$ cat src/rtl/isa_bridge_pkg.sv
`default_nettype none
// +----------------------------------------------------------------------+
// | Package     : isa_bridge_pkg                                         |
// | Description : Shared constants and types for the ISA I/O bridge:     |
// |               register word addresses, CTRL/STATUS bit positions,    |
// |               the cycle-sequencer state encoding and a small helper  |
// |               that turns a programmed length into a down-count load. |
// | Revision    : 1.0 - initial release                                  |
// +----------------------------------------------------------------------+
package isa_bridge_pkg;

  // Register word addresses
  localparam logic [2:0] c_REG_DOUT     = 3'd0;
  localparam logic [2:0] c_REG_ADDR     = 3'd1;
  localparam logic [2:0] c_REG_CTRL     = 3'd2;
  localparam logic [2:0] c_REG_TIMING   = 3'd3;
  localparam logic [2:0] c_REG_STATUS   = 3'd4;
  localparam logic [2:0] c_REG_DIN      = 3'd5;
  localparam logic [2:0] c_REG_IRQ_PEND = 3'd6;
  localparam logic [2:0] c_REG_IRQ_MASK = 3'd7;

  // CTRL bit positions
  localparam int c_CTRL_START_WR = 0;
  localparam int c_CTRL_START_RD = 1;
  localparam int c_CTRL_BYTE     = 2;
  localparam int c_CTRL_BUS_RST  = 3;
  localparam int c_CTRL_CLR_ERR  = 4;

  // STATUS bit positions
  localparam int c_STAT_BUSY       = 0;
  localparam int c_STAT_DONE       = 1;
  localparam int c_STAT_TIMEOUT    = 2;
  localparam int c_STAT_OVERRUN    = 3;
  localparam int c_STAT_RST_ACTIVE = 4;

  // TIMING reset value: STROBE=3, SETUP=1
  localparam logic [7:0] c_STROBE_RST = 8'd3;
  localparam logic [3:0] c_SETUP_RST  = 4'd1;

  // Cycle sequencer states
  typedef enum logic [1:0] {
    ST_IDLE   = 2'd0,
    ST_SETUP  = 2'd1,
    ST_STROBE = 2'd2,
    ST_HOLD   = 2'd3
  } cyc_state_t;

  // A programmed length of N cycles loads a down-counter with N-1;
  // a length of 0 behaves as 1.
  function automatic logic [7:0] len_to_cnt(input logic [7:0] len);
    return (len == 8'd0) ? 8'd0 : (len - 8'd1);
  endfunction

endpackage : isa_bridge_pkg
`default_nettype wire

$ cat src/rtl/isa_cycle_fsm.sv
`default_nettype none
// +----------------------------------------------------------------------+
// | Module      : isa_cycle_fsm                                          |
// | Description : ISA IOR/IOW cycle sequencer IDLE->SETUP->STROBE->HOLD. |
// |               Latches address/data/mode/timing on i_start, runs the  |
// |               setup and strobe counters, stretches the strobe while  |
// |               IOCHRDY is low and aborts after TIMEOUT_CYC waits.     |
// | Ports       : clk, rst          - clock, sync active-high reset      |
// |               i_start, i_start_wr, i_byte - accepted start request   |
// |               i_addr, i_dout, i_strobe, i_setup - cycle parameters   |
// |               i_iochrdy, i_din  - card ready and pad read data       |
// |               o_a, o_d_out, o_d_oe, o_ior_n, o_iow_n - bus outputs   |
// |               o_busy, o_hold, o_timeout, o_din - status to top       |
// | Revision    : 1.0 - initial release                                  |
// +----------------------------------------------------------------------+
module isa_cycle_fsm #(
  parameter int ADDR_W      = 16,
  parameter int DATA_W      = 16,
  parameter int TIMEOUT_CYC = 1024
) (
  input  logic              clk,
  input  logic              rst,
  input  logic              i_start,
  input  logic              i_start_wr,
  input  logic              i_byte,
  input  logic [ADDR_W-1:0] i_addr,
  input  logic [DATA_W-1:0] i_dout,
  input  logic [7:0]        i_strobe,
  input  logic [3:0]        i_setup,
  input  logic              i_iochrdy,
  input  logic [DATA_W-1:0] i_din,
  output logic [ADDR_W-1:0] o_a,
  output logic [DATA_W-1:0] o_d_out,
  output logic              o_d_oe,
  output logic              o_ior_n,
  output logic              o_iow_n,
  output logic              o_busy,
  output logic              o_hold,
  output logic              o_timeout,
  output logic [DATA_W-1:0] o_din
);
  import isa_bridge_pkg::*;

  localparam int                c_WAIT_W   = $clog2(TIMEOUT_CYC + 1);
  localparam logic [c_WAIT_W-1:0] c_WAIT_MAX = c_WAIT_W'(TIMEOUT_CYC);

  cyc_state_t          r_state;
  logic [ADDR_W-1:0]   r_a;
  logic [DATA_W-1:0]   r_d_out;
  logic                r_d_oe;
  logic                r_ior_n;
  logic                r_iow_n;
  logic [7:0]          r_cnt;
  logic [7:0]          r_strobe_len;
  logic [c_WAIT_W-1:0] r_wait;
  logic                r_is_wr;
  logic                r_byte;
  logic                r_timeout;
  logic [DATA_W-1:0]   r_din;

  logic [DATA_W-1:0]   w_dout_m;
  logic [DATA_W-1:0]   w_din_m;

  // Byte transfers only use the low lane; upper lane bits are forced to 0.
  always_comb begin
    w_dout_m = i_dout;
    if (i_byte) begin
      for (int i = 8; i < DATA_W; i++) w_dout_m[i] = 1'b0;
    end
  end

  always_comb begin
    w_din_m = i_din;
    if (r_byte) begin
      for (int i = 8; i < DATA_W; i++) w_din_m[i] = 1'b0;
    end
  end

  always_ff @(posedge clk) begin
    if (rst) begin
      r_state      <= ST_IDLE;
      r_a          <= '0;
      r_d_out      <= '0;
      r_d_oe       <= 1'b0;
      r_ior_n      <= 1'b1;
      r_iow_n      <= 1'b1;
      r_cnt        <= '0;
      r_strobe_len <= '0;
      r_wait       <= '0;
      r_is_wr      <= 1'b0;
      r_byte       <= 1'b0;
      r_timeout    <= 1'b0;
      r_din        <= '0;
    end else begin
      case (r_state)
        ST_IDLE: begin
          if (i_start) begin
            r_state      <= ST_SETUP;
            r_a          <= i_addr;
            r_d_out      <= w_dout_m;
            r_d_oe       <= i_start_wr;
            r_is_wr      <= i_start_wr;
            r_byte       <= i_byte;
            r_strobe_len <= i_strobe;
            r_cnt        <= len_to_cnt({4'd0, i_setup});
            r_timeout    <= 1'b0;
          end
        end

        ST_SETUP: begin
          if (r_cnt == 8'd0) begin
            r_state <= ST_STROBE;
            r_ior_n <= r_is_wr;
            r_iow_n <= ~r_is_wr;
            r_cnt   <= len_to_cnt(r_strobe_len);
            r_wait  <= '0;
          end else begin
            r_cnt <= r_cnt - 8'd1;
          end
        end

        ST_STROBE: begin
          if (r_cnt != 8'd0) begin
            r_cnt <= r_cnt - 8'd1;
          end else if (i_iochrdy || (r_wait == c_WAIT_MAX)) begin
            // Last strobe cycle: release strobe, capture read data.
            r_state <= ST_HOLD;
            r_ior_n <= 1'b1;
            r_iow_n <= 1'b1;
            if (!i_iochrdy) r_timeout <= 1'b1;
            if (!r_is_wr)   r_din     <= w_din_m;
          end else begin
            r_wait <= r_wait + 1'b1;
          end
        end

        ST_HOLD: begin
          r_state <= ST_IDLE;
          r_d_oe  <= 1'b0;
        end

        default: r_state <= ST_IDLE;
      endcase
    end
  end

  assign o_a       = r_a;
  assign o_d_out   = r_d_out;
  assign o_d_oe    = r_d_oe;
  assign o_ior_n   = r_ior_n;
  assign o_iow_n   = r_iow_n;
  assign o_busy    = (r_state != ST_IDLE);
  assign o_hold    = (r_state == ST_HOLD);
  assign o_timeout = r_timeout;
  assign o_din     = r_din;

endmodule : isa_cycle_fsm
`default_nettype wire

$ cat src/rtl/isa_io_bridge.sv
`default_nettype none
// +----------------------------------------------------------------------+
// | Module      : isa_io_bridge                                          |
// | Description : Avalon-MM to ISA I/O cycle engine for the CT2960       |
// |               riser. Register file, CTRL decode, bus RESET pulse     |
// |               timer and IRQ capture; the bus cycle itself runs in    |
// |               isa_cycle_fsm.                                         |
// | Config      : ISA_IO_BRIDGE_IRQ_EN - builds IRQ sync, IRQ_PEND,      |
// |               IRQ_MASK and irq; otherwise irq=0, regs 6/7 read 0.    |
// | Ports       : clk_50MHz, global_reset - clock, sync active-high rst  |
// |               write, read, address, writedata, readdata - Avalon-MM  |
// |               A, d_out, d_oe, d_in, IOR, IOW, AEN, RESET, iochrdy    |
// |                                    - ISA edge connector              |
// |               irq_in, irq          - raw IRQ lines, HPS interrupt    |
// | Revision    : 1.0 - initial release                                  |
// +----------------------------------------------------------------------+
module isa_io_bridge #(
  parameter int ADDR_W      = 16,
  parameter int DATA_W      = 16,   // 8 or 16
  parameter int NUM_IRQ     = 4,
  parameter int TIMEOUT_CYC = 1024,
  parameter int RESET_CYC   = 500
) (
  input  logic               clk_50MHz,
  input  logic               global_reset,
  input  logic               write,
  input  logic               read,
  input  logic [2:0]         address,
  input  logic [31:0]        writedata,
  output logic [31:0]        readdata,
  output logic [ADDR_W-1:0]  A,
  output logic [DATA_W-1:0]  d_out,
  output logic               d_oe,
  input  logic [DATA_W-1:0]  d_in,
  output logic               IOR,
  output logic               IOW,
  output logic               AEN,
  output logic               RESET,
  input  logic               iochrdy,
  input  logic [NUM_IRQ-1:0] irq_in,
  output logic               irq
);
  import isa_bridge_pkg::*;

  localparam int               c_RST_W    = $clog2(RESET_CYC + 1);
  localparam logic [c_RST_W-1:0] c_RST_LOAD = c_RST_W'(RESET_CYC - 1);

  logic [DATA_W-1:0]  r_dout;
  logic [ADDR_W-1:0]  r_addr;
  logic [7:0]         r_strobe_len;
  logic [3:0]         r_setup_len;
  logic               r_done;
  logic               r_timeout;
  logic               r_overrun;
  logic               r_reset;
  logic [c_RST_W-1:0] r_rst_cnt;
  logic [31:0]        r_readdata;

  logic               w_busy;
  logic               w_fsm_hold;
  logic               w_fsm_to;
  logic [DATA_W-1:0]  w_din;
  logic               w_ctrl_wr;
  logic               w_start_req;
  logic               w_rst_req;
  logic               w_clr_err;
  logic               w_idle;
  logic               w_start_acc;
  logic               w_rst_acc;
  logic               w_overrun_evt;
  logic [31:0]        w_status;
  logic [31:0]        w_pend_rd;
  logic [31:0]        w_mask_rd;
  logic [31:0]        w_rd_mux;
  logic               w_unused;

  // ---------------------------------------------------------------- CTRL
  assign w_ctrl_wr   = write && (address == c_REG_CTRL);
  assign w_start_req = w_ctrl_wr && (writedata[c_CTRL_START_WR] || writedata[c_CTRL_START_RD]);
  assign w_rst_req   = w_ctrl_wr && writedata[c_CTRL_BUS_RST];
  assign w_clr_err   = w_ctrl_wr && writedata[c_CTRL_CLR_ERR];
  assign w_idle      = !w_busy && !r_reset;
  assign w_start_acc = w_start_req && w_idle;
  // A START in the same write wins the bus; the RESET request is dropped.
  assign w_rst_acc   = w_rst_req && w_idle && !w_start_req;
  assign w_overrun_evt = ((w_start_req || w_rst_req) && !w_idle)
                       || (w_start_req && w_rst_req);

  isa_cycle_fsm #(
    .ADDR_W      (ADDR_W),
    .DATA_W      (DATA_W),
    .TIMEOUT_CYC (TIMEOUT_CYC)
  ) u_cycle_fsm (
    .clk        (clk_50MHz),
    .rst        (global_reset),
    .i_start    (w_start_acc),
    .i_start_wr (writedata[c_CTRL_START_WR]),
    .i_byte     (writedata[c_CTRL_BYTE]),
    .i_addr     (r_addr),
    .i_dout     (r_dout),
    .i_strobe   (r_strobe_len),
    .i_setup    (r_setup_len),
    .i_iochrdy  (iochrdy),
    .i_din      (d_in),
    .o_a        (A),
    .o_d_out    (d_out),
    .o_d_oe     (d_oe),
    .o_ior_n    (IOR),
    .o_iow_n    (IOW),
    .o_busy     (w_busy),
    .o_hold     (w_fsm_hold),
    .o_timeout  (w_fsm_to),
    .o_din      (w_din)
  );

  // This block is the only master on the riser bus, so AEN stays low.
  assign AEN   = 1'b0;
  assign RESET = r_reset;

  // ------------------------------------------------------ register file
  always_ff @(posedge clk_50MHz) begin
    if (global_reset) begin
      r_dout       <= '0;
      r_addr       <= '0;
      r_strobe_len <= c_STROBE_RST;
      r_setup_len  <= c_SETUP_RST;
      r_done       <= 1'b0;
      r_timeout    <= 1'b0;
      r_overrun    <= 1'b0;
      r_reset      <= 1'b0;
      r_rst_cnt    <= '0;
      r_readdata   <= '0;
    end else begin
      if (write) begin
        case (address)
          c_REG_DOUT:   r_dout <= writedata[DATA_W-1:0];
          c_REG_ADDR:   r_addr <= writedata[ADDR_W-1:0];
          c_REG_TIMING: begin
            r_strobe_len <= writedata[7:0];
            r_setup_len  <= writedata[11:8];
          end
          default: ;
        endcase
      end

      if (w_clr_err) begin
        r_timeout <= 1'b0;
        r_overrun <= 1'b0;
      end

      // DONE/TIMEOUT are published on the edge that leaves HOLD.
      if (w_start_acc) begin
        r_done    <= 1'b0;
        r_timeout <= 1'b0;
      end else if (w_fsm_hold) begin
        r_done <= 1'b1;
        if (w_fsm_to) r_timeout <= 1'b1;
      end

      if (w_overrun_evt) r_overrun <= 1'b1;

      // Bus RESET pulse: high for exactly RESET_CYC clocks.
      if (w_rst_acc) begin
        r_reset   <= 1'b1;
        r_rst_cnt <= c_RST_LOAD;
      end else if (r_reset) begin
        if (r_rst_cnt == '0) r_reset   <= 1'b0;
        else                 r_rst_cnt <= r_rst_cnt - 1'b1;
      end

      if (read) r_readdata <= w_rd_mux;
    end
  end

  always_comb begin
    w_status = '0;
    w_status[c_STAT_BUSY]       = w_busy;
    w_status[c_STAT_DONE]       = r_done;
    w_status[c_STAT_TIMEOUT]    = r_timeout;
    w_status[c_STAT_OVERRUN]    = r_overrun;
    w_status[c_STAT_RST_ACTIVE] = r_reset;
  end

  always_comb begin
    w_rd_mux = '0;
    case (address)
      c_REG_DOUT:     w_rd_mux = 32'(r_dout);
      c_REG_ADDR:     w_rd_mux = 32'(r_addr);
      c_REG_TIMING:   w_rd_mux = {20'd0, r_setup_len, r_strobe_len};
      c_REG_STATUS:   w_rd_mux = w_status;
      c_REG_DIN:      w_rd_mux = 32'(w_din);
      c_REG_IRQ_PEND: w_rd_mux = w_pend_rd;
      c_REG_IRQ_MASK: w_rd_mux = w_mask_rd;
      default:        w_rd_mux = '0;
    endcase
  end

  assign readdata = r_readdata;

  // ---------------------------------------------------------------- IRQ
`ifdef ISA_IO_BRIDGE_IRQ_EN
  logic [NUM_IRQ-1:0] r_irq_s1;
  logic [NUM_IRQ-1:0] r_irq_s2;
  logic [NUM_IRQ-1:0] r_irq_s3;
  logic [NUM_IRQ-1:0] r_pend;
  logic [NUM_IRQ-1:0] r_mask;
  logic               r_irq;
  logic [NUM_IRQ-1:0] w_rise;
  logic [NUM_IRQ-1:0] w_w1c;
  logic [NUM_IRQ-1:0] w_pend_next;

  assign w_rise = r_irq_s2 & ~r_irq_s3;
  assign w_w1c  = (write && (address == c_REG_IRQ_PEND)) ? writedata[NUM_IRQ-1:0] : '0;
  // Clear first, then set: a new edge in the same cycle as a W1C survives.
  assign w_pend_next = (r_pend & ~w_w1c) | w_rise;

  always_ff @(posedge clk_50MHz) begin
    if (global_reset) begin
      r_irq_s1 <= '0;
      r_irq_s2 <= '0;
      r_irq_s3 <= '0;
      r_pend   <= '0;
      r_mask   <= '0;
      r_irq    <= 1'b0;
    end else begin
      r_irq_s1 <= irq_in;
      r_irq_s2 <= r_irq_s1;
      r_irq_s3 <= r_irq_s2;
      r_pend   <= w_pend_next;
      if (write && (address == c_REG_IRQ_MASK)) r_mask <= writedata[NUM_IRQ-1:0];
      // Built from the next PEND value so irq rises with the PEND bit.
      r_irq    <= |(w_pend_next & r_mask);
    end
  end

  assign w_pend_rd = 32'(r_pend);
  assign w_mask_rd = 32'(r_mask);
  assign irq       = r_irq;
  assign w_unused  = ^writedata;
`else
  assign w_pend_rd = '0;
  assign w_mask_rd = '0;
  assign irq       = 1'b0;
  assign w_unused  = ^{writedata, irq_in};
`endif

endmodule : isa_io_bridge
`default_nettype wire

$ cat config.mk
export PLATFORM = sky130hd
export DESIGN_NAME = isa_io_bridge
export DESIGN_NICKNAME = d
export VERILOG_FILES = /design/src/rtl/isa_bridge_pkg.sv /design/src/rtl/isa_cycle_fsm.sv /design/src/rtl/isa_io_bridge.sv
export SDC_FILE = /design/constraint.sdc
export NUM_CORES = 1
export LEC_CHECK = 0
export CAP_MARGIN = 40
export CORE_UTILIZATION = 40
export DETAILED_ROUTE_END_ITERATION = 12
export PLACE_DENSITY = 0.6
export SYNTH_ARGS = -nofsm -noshare
export SYNTH_HDL_FRONTEND = slang
export SYNTH_SLANG_ARGS = --single-unit
$ cat constraint.sdc
create_clock -name clk_50MHz -period 2.5 [get_ports clk_50MHz]
set_input_delay 0.5 -clock clk_50MHz [delete_from_list [all_inputs] [get_ports clk_50MHz]]
set_output_delay 0.5 -clock clk_50MHz [all_outputs]
set_load 0.03 [all_outputs]
==> impl_metrics.tcl <==
set metrics [dict create \
    synth_edf_count 0 \
    io_buffers 91 \
    p_seq_frac 0.398 \
    floorplan.initialDensity 0.4100 \
    cts_resized 0 \
    clock_latency_ns 0.43 \
    gr-usage-all-layers 0.2133 \
    worst-setup-path-type "reg -> out" \
    finalClockSkew_ns 0.01144 \
    clkSlewWorstSetupHoldPaths_ns 0.07 \
    fin_setup_tns_ns 0 \
    ctsLongestPathBuffers 2 \
    syn_to_final_growth_pct 25.25 \
    hold_path.class "reg -> reg" \
    switching_share 0.2957 \
    overflow 0 \
    die-area_sq_um 18270 \
    internal-power_mw 4.714 \
    fmax_ghz 0.4566 \
    wl_per_cell_um 15.87 \
    row_count 48 \
    worst_ep_arrival_time_ns 1.69 \
    vias 6142 \
    synthCells 859 \
    power_density_nw_per_um2 753.6 \
    ys_seq_area_frac 0.4404 \
    pwr-share-clk 0.403 \
    status "complete, no violations" \
    antenna_cells 0 \
    cts_sinks 156 \
    die_h_um 135.2 \
    yosysWarnings 0 \
    post-route-util 0.5135 \
    cts_setup_buffers 0 \
    dr.pass1.iters 5 \
    drc 0 \
    grt_pass1_wl_um 30140 \
    start_kind "register" \
    ys.flop_type "dfxtp_1" \
    clockRootBuffer "clkbuf_16" \
    holdBufCountCts 0 \
    p_sw_mw 1.980 \
    crit_path_max_fanout 6 \
    synthesis.area_sq_um 7092 \
    ir_drop_mv 0.4966 \
    slew_viol_final 0 \
    ant_nets 0 \
    synth_cell_type_count 66 \
    grt_pass1_vias 5810 \
    layout_min_cycle_time_ns 2.190 \
    nets 1015 \
    combPwrFrac 0.199 \
    relSlewSlack 0.5583 \
    drt_iter0_drc 356 \
    endpoint_kind "output port" \
    grt_max_degree 140 \
    critical-path-top-delay-family "buffers and inverters" \
    max_stage_delay_ns 0.74 \
    cts_buffers 17 \
    synth_area_per_cell_sq_um 8.256 \
    synthArstFlopShare 0 \
    chipWidth_um 135.2 \
    antenna_found_initial 0 \
    worst_slew_pin_slew_ns 0.6625 \
    htree_num_levels 4 \
    drv_cap 0 \
    drive_gt1_frac 0.08796 \
    fin_crit_sh 0.8760 \
    viasPerCell 5.205 \
    core_region_area_sq_um 17300 \
    gp_congestion 0.7992 \
    leakage_nw 3.154 \
    cp.buffers_inverters 1 \
    io_pins 130 \
    drt_wl_total_um 18730 \
    crit_chain "clkdlybuf4s50_1" \
    synth_seq_cells 156 \
    cts_tree "built" \
    post-dp-hpwl_um 13130 \
    finalHoldViolCount 0 \
    rsz0062_at_grt "no" \
    setup_viol 0 \
    crit_required_ns 2.00 \
    cp_slowest_cell "clkdlybuf4s50_1" \
]
[path summary, 6_finish.rpt]
kind	startpoint	end	slack (ns)	cells past startpoint
worst max-delay path	RESET	RESET	0.31	1
worst min-delay path	u_cycle_fsm.o_a[1]	u_cycle_fsm.o_a[1]	0.45	2
worst max register to register	r_rst_cnt[0]	r_rst_cnt[4]	0.41	7
worst min register to register	u_cycle_fsm.o_a[1]	u_cycle_fsm.o_a[1]	0.45	2
[cells in the final DEF, fill, tap and decap left out, types with 12 or more instances in the layout]
cell type / instances
nor2_1: 63
nand2b_1: 13
nand2_1: 190
nand3b_1: 18
a211oi_1: 14
buf_4: 22
dfxtp_1: 156
mux2i_1: 23
conb_1: 18
o21ai_0: 16
clkdlybuf4s50_1: 90
ha_1: 12
clkbuf_16: 17
a21oi_1: 127
inv_1: 18
[power groups by stage]
stage	clock network, mW	registers [mW]	logic, mW
after global placement	0	2.71	1.33
after CTS	2.74	2.66	1.34
final	2.70	2.66	1.33
after global routing	2.85	2.67	1.49
after floorplan	0	2.73	0.939
after detailed placement	0	2.72	1.34
[cell type report]
class / instances / area, sq um
clock buffers: 17 / 425.4
clock inverters: 14 / 182.7
flip-flops and latches: 156 / 3123
fillers: 1697 / 8414
inverters: 18 / 67.56
multi-input cells: 632 / 3616
repair buffers: 118 / 1186
well taps: 225 / 281.5
[cell families (layout without fill, tap and decap cells)]
family,after synthesis,count (layout),synth area share
xor gates and xnor gates,17,17,0.02099
other,1,18,0.0005288
buffers and inverters,88,167,0.05981
adders and majority gates,12,12,0.02117
and+or+nand+nor,354,354,0.2339
DFF,156,156,0.4404
AOI/OAI and AO/OA,203,203,0.1748
muxes,28,28,0.04834
[per-stage QoR]
stage | cell area, sq um | total power [mW] | std cells | worst slack (ns) | hold slack, ns
floorplan | 7156 | 3.672 | 876 | 0.4865 | 0.4375
global placement | 8274 | 4.047 | 1149 | 0.09993 | 0.4448
detailed placement | 8274 | 4.053 | 1149 | 0.07398 | 0.4456
CTS | 8882 | 6.744 | 1180 | 0.2866 | 0.4544
global route | 8882 | 7.017 | 1180 | 0.1691 | 0.4764
finish | 8882 | 6.693 | 1180 | 0.3101 | 0.4532
[flip-flops by register name, indices dropped and copies added (netlist names)]
signal and count:
u_cycle_fsm.r_byte 1, RESET 1, r_dout 16, u_cycle_fsm.o_d_out 16, r_overrun 1, u_cycle_fsm.o_timeout 1, u_cycle_fsm.o_iow_n 1, u_cycle_fsm.r_strobe_len 8
r_strobe_len 8, readdata 16, u_cycle_fsm.o_din 16, r_timeout 1, r_addr 16, r_done 1, u_cycle_fsm.o_a 16, r_setup_len 4
u_cycle_fsm.r_cnt 8, u_cycle_fsm.r_wait 11, u_cycle_fsm.o_d_oe 1, u_cycle_fsm.o_ior_n 1, u_cycle_fsm.r_state 2, u_cycle_fsm.r_is_wr 1, r_rst_cnt 9
[Yosys cell counts (7+ instances only)]
| cell type | instances | share of area |
|---|---|---|
| nand2_1 | 190 | 0.10 |
| dfxtp_1 | 156 | 0.44 |
| a21oi_1 | 127 | 0.090 |
| nor2_1 | 64 | 0.034 |
| clkbuf_1 | 40 | 0.021 |
| mux2i_1 | 23 | 0.032 |
| buf_4 | 21 | 0.022 |
| inv_1 | 18 | 0.0095 |
| nand3b_1 | 18 | 0.019 |
| o21ai_0 | 16 | 0.011 |
| a211oi_1 | 14 | 0.015 |
| nand2b_1 | 13 | 0.011 |
| ha_1 | 12 | 0.021 |
| nand3_1 | 11 | 0.0078 |
| nor2b_1 | 11 | 0.0097 |
| xnor2_1 | 11 | 0.014 |
| nor3_1 | 8 | 0.0056 |
| or3_1 | 8 | 0.0071 |
| a2bb2oi_1 | 7 | 0.0086 |
[per-layer routing]
metal | up-vias | wire length [um] | GRT usage
met1 | 2919 | 8451 | 0.2666
met4 | 0 | 285 | 0.06554
li1 | 3083 | - | -
met3 | 18 | 779 | 0.05125
met2 | 122 | 9215 | 0.3613
met5 | - | 0 | 0
[worst reg2reg max path: stages (launching register included)]
cell	delay [ns]
dfxtp_1	0.34
inv_1	0.10
ha_1	0.20
or4b_2	0.61
o21ai_2	0.36
nor4_1	0.11
xnor2_1	0.15
a21oi_1	0.08
Note: power is estimated with default switching activity, not from simulation.
